**src/rtl/screen_draw_pkg.sv**
```systemverilog
// Shared definitions for the screen drawing engine: op-codes, FSM states, widths.
// No logic of its own; the clamp helper is purely combinational.
// Imported by the engine top and the line stepper.
package screen_draw_pkg;

  localparam int COORD_W = 7;
  localparam int ERR_W   = 10;

  localparam logic [1:0] OP_FILL_RECT = 2'd0;
  localparam logic [1:0] OP_DRAW_LINE = 2'd1;
  localparam logic [1:0] OP_CLEAR     = 2'd2;
  localparam logic [1:0] OP_NOP       = 2'd3;

  typedef enum logic [2:0] {
    ST_IDLE,
    ST_SETUP,
    ST_DRAW,
    ST_GAP,
    ST_DONE
  } state_t;

  // Coordinates past the right/bottom edge collapse onto the last row/column.
  function automatic logic [COORD_W-1:0] clamp_coord(input logic [COORD_W-1:0] v,
                                                     input int size);
    if (int'(v) >= size) return COORD_W'(size - 1);
    return v;
  endfunction

endpackage

```
**src/rtl/screen_line_stepper.sv**
```systemverilog
// Bresenham line walker: holds the current point and error term, advances one pixel per step.
// Latency: init loads in one cycle; each step updates x/y/err in one cycle.
// No backpressure of its own; the owner pulses init/step only when it wants to move.
module screen_line_stepper
  import screen_draw_pkg::*;
(
  input  logic               clk_main,
  input  logic               rst_n,
  input  logic               init,
  input  logic               step,
  input  logic [COORD_W-1:0] x0,
  input  logic [COORD_W-1:0] y0,
  input  logic [COORD_W-1:0] x1,
  input  logic [COORD_W-1:0] y1,
  output logic [COORD_W-1:0] x,
  output logic [COORD_W-1:0] y,
  output logic               at_end
);

  logic signed [ERR_W-1:0] err, dx, dy;
  logic signed [ERR_W-1:0] init_dx, init_dy, e2, err_nxt;
  logic                    sx_neg, sy_neg;
  logic [COORD_W-1:0]      xe, ye, x_nxt, y_nxt;

  // Initial deltas from the endpoints, and the per-step update of err/x/y from one shared e2.
  always_comb begin
    init_dx = (x1 >= x0) ? {{(ERR_W-COORD_W){1'b0}}, x1 - x0}
                         : {{(ERR_W-COORD_W){1'b0}}, x0 - x1};
    init_dy = (y1 >= y0) ? -{{(ERR_W-COORD_W){1'b0}}, y1 - y0}
                         : -{{(ERR_W-COORD_W){1'b0}}, y0 - y1};
    e2      = err <<< 1;
    err_nxt = err;
    x_nxt   = x;
    y_nxt   = y;
    if (e2 >= dy) begin
      err_nxt = err_nxt + dy;
      x_nxt   = sx_neg ? x - 1'b1 : x + 1'b1;
    end
    if (e2 <= dx) begin
      err_nxt = err_nxt + dx;
      y_nxt   = sy_neg ? y - 1'b1 : y + 1'b1;
    end
  end

  assign at_end = (x == xe) && (y == ye);

  // Load the line on init, otherwise walk one pixel per step.
  always_ff @(posedge clk_main or negedge rst_n) begin
    if (!rst_n) begin
      x      <= '0;
      y      <= '0;
      xe     <= '0;
      ye     <= '0;
      err    <= '0;
      dx     <= '0;
      dy     <= '0;
      sx_neg <= 1'b0;
      sy_neg <= 1'b0;
    end else if (init) begin
      x      <= x0;
      y      <= y0;
      xe     <= x1;
      ye     <= y1;
      dx     <= init_dx;
      dy     <= init_dy;
      err    <= init_dx + init_dy;
      sx_neg <= !(x0 < x1);
      sy_neg <= !(y0 < y1);
    end else if (step) begin
      x   <= x_nxt;
      y   <= y_nxt;
      err <= err_nxt;
    end
  end

endmodule

```
**src/rtl/screen_draw_engine.sv**
```systemverilog
// Expands one fill/line/clear command into spaced per-pixel framebuffer writes.
// Latency: accept edge, one setup cycle, first write next cycle, then one write every GAP+1 cycles.
// cmd_ready only in IDLE (commands while busy are dropped); enable low freezes everything.
module screen_draw_engine
  import screen_draw_pkg::*;
#(
  parameter int SCREEN_SIZE = 128,
  parameter int GAP         = 1
) (
  input  logic               clk_main,
  input  logic               rst_n,
  input  logic               enable,
  input  logic               cmd_valid,
  output logic               cmd_ready,
  input  logic [1:0]         cmd_op,
  input  logic [COORD_W-1:0] cmd_x0,
  input  logic [COORD_W-1:0] cmd_y0,
  input  logic [COORD_W-1:0] cmd_x1,
  input  logic [COORD_W-1:0] cmd_y1,
  input  logic [15:0]        cmd_color,
  output logic [COORD_W-1:0] pixel_addr_x,
  output logic [COORD_W-1:0] pixel_addr_y,
  output logic               pixel_wr_en,
  output logic [15:0]        pixel_wr_data,
  output logic               busy,
  output logic               done
);

  localparam int GW = (GAP > 1) ? $clog2(GAP + 1) : 1;

  state_t             state, state_nxt;
  logic [1:0]         op_q;
  logic [COORD_W-1:0] x0_q, y0_q, x1_q, y1_q;
  logic [15:0]        color_q;
  logic [COORD_W-1:0] xmin, xmax, ymin, ymax, rx, ry;
  logic [COORD_W-1:0] bx_min, bx_max, by_min, by_max;
  logic [COORD_W-1:0] hold_x, hold_y, cur_x, cur_y, ln_x, ln_y;
  logic [15:0]        hold_d;
  logic [GW-1:0]      gap_cnt;
  logic               last_q, ln_at_end, line_init, line_step;
  logic               is_line, rect_last, px_last, wr;

  assign is_line   = (op_q == OP_DRAW_LINE);
  assign rect_last = (rx == xmax) && (ry == ymax);
  assign px_last   = is_line ? ln_at_end : rect_last;
  assign cur_x     = is_line ? ln_x : rx;
  assign cur_y     = is_line ? ln_y : ry;
  assign wr        = (state == ST_DRAW) && enable;

  assign cmd_ready     = (state == ST_IDLE);
  assign busy          = (state != ST_IDLE);
  assign done          = (state == ST_DONE) && enable;
  assign pixel_wr_en   = wr;
  assign pixel_addr_x  = wr ? cur_x : hold_x;
  assign pixel_addr_y  = wr ? cur_y : hold_y;
  assign pixel_wr_data = wr ? color_q : hold_d;

  // Rectangle bounds: CLEAR covers the whole screen, otherwise order the corners.
  always_comb begin
    if (op_q == OP_CLEAR) begin
      bx_min = '0;
      by_min = '0;
      bx_max = COORD_W'(SCREEN_SIZE - 1);
      by_max = COORD_W'(SCREEN_SIZE - 1);
    end else begin
      bx_min = (x0_q < x1_q) ? x0_q : x1_q;
      bx_max = (x0_q < x1_q) ? x1_q : x0_q;
      by_min = (y0_q < y1_q) ? y0_q : y1_q;
      by_max = (y0_q < y1_q) ? y1_q : y0_q;
    end
  end

  // Next state and line-stepper controls; nothing moves while enable is low.
  always_comb begin
    state_nxt = state;
    line_init = 1'b0;
    line_step = 1'b0;
    if (enable) begin
      case (state)
        ST_IDLE:  if (cmd_valid) state_nxt = ST_SETUP;
        ST_SETUP: begin
          state_nxt = (op_q == OP_NOP) ? ST_DONE : ST_DRAW;
          line_init = is_line;
        end
        ST_DRAW: begin
          line_step = is_line && !ln_at_end;
          if (GAP > 0)      state_nxt = ST_GAP;
          else if (px_last) state_nxt = ST_DONE;
        end
        ST_GAP:   if (gap_cnt == GW'(GAP - 1)) state_nxt = last_q ? ST_DONE : ST_DRAW;
        ST_DONE:  state_nxt = ST_IDLE;
        default:  state_nxt = ST_IDLE;
      endcase
    end
  end

  // State register.
  always_ff @(posedge clk_main or negedge rst_n) begin
    if (!rst_n) state <= ST_IDLE;
    else        state <= state_nxt;
  end

  // Capture the command on acceptance, with coordinates clamped to the screen.
  always_ff @(posedge clk_main or negedge rst_n) begin
    if (!rst_n) begin
      op_q    <= OP_FILL_RECT;
      x0_q    <= '0;
      y0_q    <= '0;
      x1_q    <= '0;
      y1_q    <= '0;
      color_q <= '0;
    end else if (enable && cmd_valid && (state == ST_IDLE)) begin
      op_q    <= cmd_op;
      x0_q    <= clamp_coord(cmd_x0, SCREEN_SIZE);
      y0_q    <= clamp_coord(cmd_y0, SCREEN_SIZE);
      x1_q    <= clamp_coord(cmd_x1, SCREEN_SIZE);
      y1_q    <= clamp_coord(cmd_y1, SCREEN_SIZE);
      color_q <= cmd_color;
    end
  end

  // Row-major rectangle walk: x first, wrap to xmin and bump y at the end of a row.
  always_ff @(posedge clk_main or negedge rst_n) begin
    if (!rst_n) begin
      xmin <= '0;
      xmax <= '0;
      ymin <= '0;
      ymax <= '0;
      rx   <= '0;
      ry   <= '0;
    end else if (enable) begin
      if (state == ST_SETUP) begin
        xmin <= bx_min;
        xmax <= bx_max;
        ymin <= by_min;
        ymax <= by_max;
        rx   <= bx_min;
        ry   <= by_min;
      end else if ((state == ST_DRAW) && !is_line && !rect_last) begin
        if (rx == xmax) begin
          rx <= xmin;
          ry <= ry + 1'b1;
        end else begin
          rx <= rx + 1'b1;
        end
      end
    end
  end

  // Gap timer restarts on every write and remembers whether that write was the last.
  always_ff @(posedge clk_main or negedge rst_n) begin
    if (!rst_n) begin
      gap_cnt <= '0;
      last_q  <= 1'b0;
    end else if (enable) begin
      if (state == ST_DRAW) begin
        gap_cnt <= '0;
        last_q  <= px_last;
      end else if (state == ST_GAP) begin
        gap_cnt <= gap_cnt + 1'b1;
      end
    end
  end

  // Address/data outputs keep the last written values between strobes.
  always_ff @(posedge clk_main or negedge rst_n) begin
    if (!rst_n) begin
      hold_x <= '0;
      hold_y <= '0;
      hold_d <= '0;
    end else if (wr) begin
      hold_x <= cur_x;
      hold_y <= cur_y;
      hold_d <= color_q;
    end
  end

  screen_line_stepper u_line (
    .clk_main (clk_main),
    .rst_n    (rst_n),
    .init     (line_init),
    .step     (line_step),
    .x0       (x0_q),
    .y0       (y0_q),
    .x1       (x1_q),
    .y1       (y1_q),
    .x        (ln_x),
    .y        (ln_y),
    .at_end   (ln_at_end)
  );

endmodule

```
**config.mk**
```make
export PLATFORM = sky130hd
export DESIGN_NAME = screen_draw_engine
export DESIGN_NICKNAME = d
export VERILOG_FILES = /design/src/rtl/screen_draw_pkg.sv /design/src/rtl/screen_line_stepper.sv /design/src/rtl/screen_draw_engine.sv
export SDC_FILE = /design/constraint.sdc
export NUM_CORES = 1
export LEC_CHECK = 0
export BUFFER_PORTS_ARGS = -buffer_cell sky130_fd_sc_hd__buf_2
export CAP_MARGIN = 20
export CORE_MARGIN = 2
export CORE_UTILIZATION = 40
export CTS_BUF_LIST = sky130_fd_sc_hd__clkbuf_4
export CTS_CLUSTER_SIZE = 24
export DETAILED_ROUTE_END_ITERATION = 8
export SYNTH_ARGS = -nofsm -noshare
export SYNTH_HDL_FRONTEND = slang
export SYNTH_SLANG_ARGS = --single-unit
```
**constraint.sdc**
```tcl
create_clock -name clk_main -period 4.5 [get_ports clk_main]
set_clock_uncertainty 0.15 [all_clocks]
set_input_delay 0.45 -clock clk_main [delete_from_list [all_inputs] [get_ports clk_main]]
set_output_delay 0.45 -clock clk_main [all_outputs]
set_load 0.1 [all_outputs]
```
# After elaboration in Yosys (flattened, before gate mapping)
# Index checks and enable logic that the tools add are counted.
dict set report totals {
  wordCells 136
  inputBits 50
  register_bits 176
  output_inout_bits 34
}
dict set report op_classes {
  add_sub_neg 16
  mux 45
  n_lt_le_gt_ge 6
  n_eq_ne 13
  n_reduce_logical 30
}
# cell n
set ops {}
lappend ops {{$mux 7} 27}
lappend ops {{$mux 10} 5}
lappend ops {{$add 10x10->10} 3}
lappend ops {{$add 7x1->7 const B} 4}
lappend ops {{$eq 7x7->1} 4}
lappend ops {{$sub 7x7->7} 4}
lappend ops {{$neg 7->10} 2}
lappend ops {{$mux 16} 1}
lappend ops {{$ge 7x7->1} 2}
lappend ops {{$lt 7x7->1} 2}
lappend ops {{$sub 7x1->7 const B} 2}
lappend ops {{$mux 3} 4}
lappend ops {{$pmux 3 s4} 1}
lappend ops {{$reduce_and 2->1} 6}
lappend ops {{$reduce_bool 2->1} 6}
lappend ops {{$ge 10x10->1} 1}
lappend ops {{$le 10x10->1} 1}
lappend ops {{$logic_and 1x1->1} 9}
lappend ops {{$mux 1} 7}
lappend ops {{$eq 3x2->1 const B} 2}
lappend ops {{$reduce_and 3->1} 2}
lappend ops {{$logic_not 1->1} 5}
lappend ops {{$eq 2x2->1 const B} 2}
lappend ops {{$ne 2x2->1 const B} 2}
lappend ops {{other kinds (6)} 6}

# Logic depth before layout (Yosys ltp)
dict set report depth {
  depth_word 8
  ltp_mapped 19
  depth_no_buf 18
}

# Cells and area by module
# Synthesis repeated with hierarchy kept, for this count alone.
dict set report hier_totals {
  cells_unflattened 1256
  area_unflattened_um2 11812.6
}
# mod cells_each n_inst area_each_um2 seq_area_each_um2
set by_module_without_submodules {}
lappend by_module_without_submodules {screen_line_stepper 686 1 5985.7 1401.3}
lappend by_module_without_submodules {screen_draw_engine 570 1 5826.8 2902.8}

# Worst setup path before layout
# No wires, ideal clock.
dict set report synth_timing {
  kind {reg-to-reg}
  start {register state[2]}
  end {register hold_x[0]}
  arrival_ps 3654
  path_buffers 3
  period_less_slack_ps 4290
  setup_ps 486
  setup_slack_ps 210
  required_time_ps 3864
  path_stages_with_launch 7
  cell_sequence {dfrtp_1 -> nor2_1 -> and3_1 -> clkbuf_1 -> clkbuf_1 -> clkbuf_1 -> a31oi_1}
}
dict set report synth_via {
  elab_chain_len 3
}
# element line_no
set synth_rtl {}
lappend synth_rtl {{start, declared} screen_draw_engine.sv:31} ;# state_t state, state_nxt;
lappend synth_rtl {{start signal, assigned} screen_draw_engine.sv:100} ;# else state <= state_nxt;
lappend synth_rtl {{$eq 3x2->1} screen_draw_engine.sv:48} ;# assign wr = (state == ST_DRAW) && enable;
lappend synth_rtl {{$logic_and 1x1->1} screen_draw_engine.sv:48}
lappend synth_rtl {{via pixel_wr_en} screen_draw_engine.sv:23} ;# output logic pixel_wr_en,
lappend synth_rtl {{$mux 7} n/a}
lappend synth_rtl {{via pixel_addr_x[0]} screen_draw_engine.sv:21} ;# output logic [COORD_W-1:0] pixel_addr_x,
lappend synth_rtl {{end signal, assigned} screen_draw_engine.sv:172} ;# hold_x <= cur_x;
lappend synth_rtl {{end, declared} screen_draw_engine.sv:37} ;# logic [COORD_W-1:0] hold_x, hold_y, cur_x, cur_y, ln_x, ln_y;
# The timed path passes the listed nets, and every way through them passes these cells.
# A chain may end at the register's enable or synchronous reset.

# Final worst setup path
dict set report layout_timing {
  start {register u_line.err[8]}
  end {register u_line.err[7]}
}
dict set report layout_via {
  elab_chain_len 6
  word_cells_on_any_way 7
  cone_classes {1 x add/sub; 2 x order compare; 4 x mux}
}
# element line_no
set layout_rtl {}
lappend layout_rtl {{start, declared} screen_line_stepper.sv:20} ;# logic signed [ERR_W-1:0] err, dx, dy;
lappend layout_rtl {{start signal, assigned} screen_line_stepper.sv:66} ;# err <= init_dx + init_dy;
lappend layout_rtl {{start signal, assigned} screen_line_stepper.sv:72} ;# err <= err_nxt;
lappend layout_rtl {{$ge 10x10->1} screen_line_stepper.sv:35} ;# if (e2 >= dy) begin
lappend layout_rtl {{$mux 10} screen_line_stepper.sv:35}
lappend layout_rtl {{$add 10x10->10} screen_line_stepper.sv:40} ;# err_nxt = err_nxt + dx;
lappend layout_rtl {{$mux 10 *} screen_line_stepper.sv:39} ;# if (e2 <= dx) begin
lappend layout_rtl {{$mux 10 *} screen_line_stepper.sv:69} ;# end else if (step) begin
lappend layout_rtl {{$mux 10 *} screen_line_stepper.sv:59} ;# end else if (init) begin
# Mark *: on every way between the ends. The rest lies on a longest branch, timed or not. The select of a mux whose other input is x is not followed.

==> parameters.txt <==
Parameter                              Value

CTS
  H-tree level count    4
  TritonCTS Buffers    17
  Clk Latency, worst-skew pair    610 ps
  TritonCTS clock tree    yes
  Clock tree sinks    ~170
  Max clock buf depth    2
  Clock transition at the registers of the reported paths    roughly 170 ps
  Clk Tree Root Cell    clkbuf_4

Layout
  Finished Core Util    46.5%
  Design area    approximately 13000 µm²
  Relative area change from synthesis to final layout    15.0%
  Footprint of the flip-flops and latches    between 4000 and 5000 µm²
  Area of combinational cells with multiple inputs    around 6400 µm²
  Number of inserted filler cells in the final layout    around 2.6k
  Number of nets at the end of the flow    about 1.4k
  Fraction of final layout cells sized beyond drive strength 1    between 10% and 20%

Floorplan
  Die span in y    about 170 µm
  I/O pin count    84
  Die width    about 170 µm
  Cell Rows    a little over 60
  Die outline area    approximately 30000 µm²
  Starting utilization of the core area    between 40% and 50%
  Placeable core region    27700 µm²

Logic synthesis
  Warning count from the yosys run    0
  Flops & latches, synth    172
  Ranking of synthesized cells by area    dfrtp_1 (38%), ha_1 (8.8%), mux2_2 (7.9%)
  Leading cell type by number of instances after synthesis    dfrtp_1
  Post-Syn Area    11200 µm²
  List of most frequent post-synthesis cells    dfrtp_1 (172), nand2_1 (118), nor2_1 (91)
  Area leader, netlist    dfrtp_1
  Mapped Nets    between 1k and 1.5k
  Share of flip-flops with an asynchronous set or reset    100%
  Yosys top cell area share    approximately two fifths
  Per-instance average area after synthesis    about 9.6 µm²
  Cell count after synthesis    ~1.2k
  Number of unique standard cell types used by synthesis    between 70 and 80
  Sequential fraction of the synthesis area    38.4%
  Number of enable flip-flop cells after synthesis    0
  Synth Flop Type    dfrtp_1

Place
  GPL Wtd Cong    approximately 0.89
  Number of buffer cells added on primary ports    between 80 and 90
  Post-DP HPWL    around 21 mm
  Instance area at placement    between 10000 and 15000 µm²

Global route
  Via count of the first global-routing pass    8848
  First-pass GRT wire length    46.4 mm
  Antenna violations before repair    1
  Total routing usage reported by global routing    roughly a fifth
  Pin count of the biggest net entering global routing    87
  Leftover overflow at the end of global routing    0

Worst setup path
  Critical path's largest stage delay    450 ps
  Sum of buffers and inverters on the critical path    2
  Data required time of the critical path    4880 ps
  Kind of start point of the critical path    flip-flop
  Dominant delay contributor by cell family on the critical path    compound AO/OA/AOI/OAI gates
  CP most frequent cell    o21ai_1
  Type of the worst setup path    reg2reg
  Critical Path End Type    flip-flop
  Max Fanout on Critical Path    10
  Worst-path cell chain    ha_2 > and4_1 > and2_1 > o21ai_0 > a41oi_2 > buf_6 > mux2_2 > ha_1 > nand2_1 > o21ai_1 > o31a_1 > o21a_1 > o21ai_1 > buf_4 > or3_1 > a31oi_1 > a221o_1
  Highest-delay cell along the critical path    dfrtp_1
  CP Data Arrival Time    between 4000 and 5000 ps

STA
  Setup violation total in the final timing report    0
  Final worst path period need    roughly 4300 ps
  Final number of max-transition violations    0
  Post-route fraction of the period consumed by the critical path    94.8%
  Slew HR    around two fifths
  Slew at the pin closest to its max-slew limit    ~880 ps
  Highest clock rate    234 MHz
  Hold violation total from the final report    0
  Unrepaired setup endpoints after global routing    false
  Setup TNS    0 ps

Outcome
  Run status    finished clean

Routing
  DRC violation total after the first TritonRoute iteration    about 470
  Final Routed Wirelength    around 29 mm
  Total number of vias    approximately 8.9k
  Number of nets with antenna violations after routing    0
  # DRC    0
  DR WL/cell    around 17 µm
  First-pass DRT Iterations    5
  Via-to-Cell Ratio    5.23

Hold path
  Worst min-delay path category    in2reg

Run
  Max-capacitance violation count    0
-- layout by cell type (no fill, tap or decap), drive strengths merged, types with 14 or more instances in the layout --
cell and count:
mux2 80, a21oi 66, nand3 19, nand2 120
a31oi 16, ha 79, dfrtp 172, o21ai 89
xor2 42, buf 116, mux2i 44, xnor2 40
dlygate4sd3 47, clkbuf 17, nor2 91, inv 82
a21o 14
-- kinds of logic (layout without fill, tap and decap cells) --
group                      count (synthesis)  after routing  share of synthesized area [%]
AOI/OAI and AO/OA                        264            264                           15.0
xor gates and xnor gates                  82             82                           6.41
adders and majority gates                 88             88                           10.4
buffers and inverters                    128            270                           4.87
DFF                                      172            172                           38.4
muxes                                    124            124                           12.0
other                                      0              1                              0
and+or+nand+nor                          312            312                           12.9
-- worst reg2reg max path, delay by kind of cell (launching register included) --
family          cells  cell delay, ps
compound gates      8            1330
simple gates        4             800
fa+ha+maj           2             730
flops               1             450
buf+inv             2             370
mux                 1             370
-- final cells by class --
class / instances / share of cell area, %
clock buffers: 17 / 0.990
diodes: 1 / 0.0194
repair buffers: 163 / 8.88
multi-input cells: 870 / 49.5
well taps: 378 / 3.67
clock inverters: 15 / 1.35
flip-flops and latches: 172 / 33.4
inverters: 75 / 2.18
-- final timing paths --
kind / from / end / slack, ps / depth (start not counted)
setup / recovery: u_line.err[8]$_DFFE_PN0P_ / u_line.err[7]$_DFFE_PN0P_ / 230 / 17
hold / removal: enable / state[1]$_DFFE_PN0P_ / 80 / 2
setup reg to reg: u_line.err[8]$_DFFE_PN0P_ / u_line.err[7]$_DFFE_PN0P_ / 230 / 17
hold reg to reg: hold_d[11]$_DFF_PN0_ / hold_d[11]$_DFF_PN0_ / 360 / 1
max in group asynchronous: rst_n / ymax[0]$_DFFE_PN0P_ / 2790 / 3
min in group asynchronous: rst_n / xmin[2]$_DFFE_PN0P_ / 290 / 2
-- state kept, by name, summed over array words and instances (netlist names), 3 cells and up --
signal,flops
xmin,7
u_line.y,7
u_line.dx,7
hold_d,16
hold_x,7
ymax,7
u_line.err,9
x0_q,7
rx,7
y0_q,7
u_line.dy,10
u_line.x,7
hold_y,7
u_line.xe,7
y1_q,7
state,3
ry,7
color_q,16
x1_q,7
u_line.ye,7
xmax,7
-- stage by stage --
stage / instances / hold slack (ps) / setup WS (ps)
5_1_grt: 1691 / 57.0 / 21.9
2_1_floorplan: 1170 / 4.41 / 210
6_report: 1691 / 79.7 / 235
3_3_place_gp: 1610 / 328 / 300
3_5_place_dp: 1610 / 333 / 233
4_1_cts: 1689 / 43.4 / 171
-- layer usage --
metal  track usage (%)  up-vias  wire [µm]
met1              27.4     4282      13300
met4              5.20        0        486
met3              3.24       41       1240
met2              33.2      198      13500
li1                  -     4329          -
met5                 0        -          0
-- timing repair --
item                                    in CTS  in global routing
hold endpoints to repair                   130                  0
resized for setup                            0                  7
setup buffers                                0                  1
endpoints found under the setup margin       0                  2
hold buffers                                47                  0
Power is not shown: default switching activity piles up to over one toggle a cycle in this logic, so the estimate is an artifact.
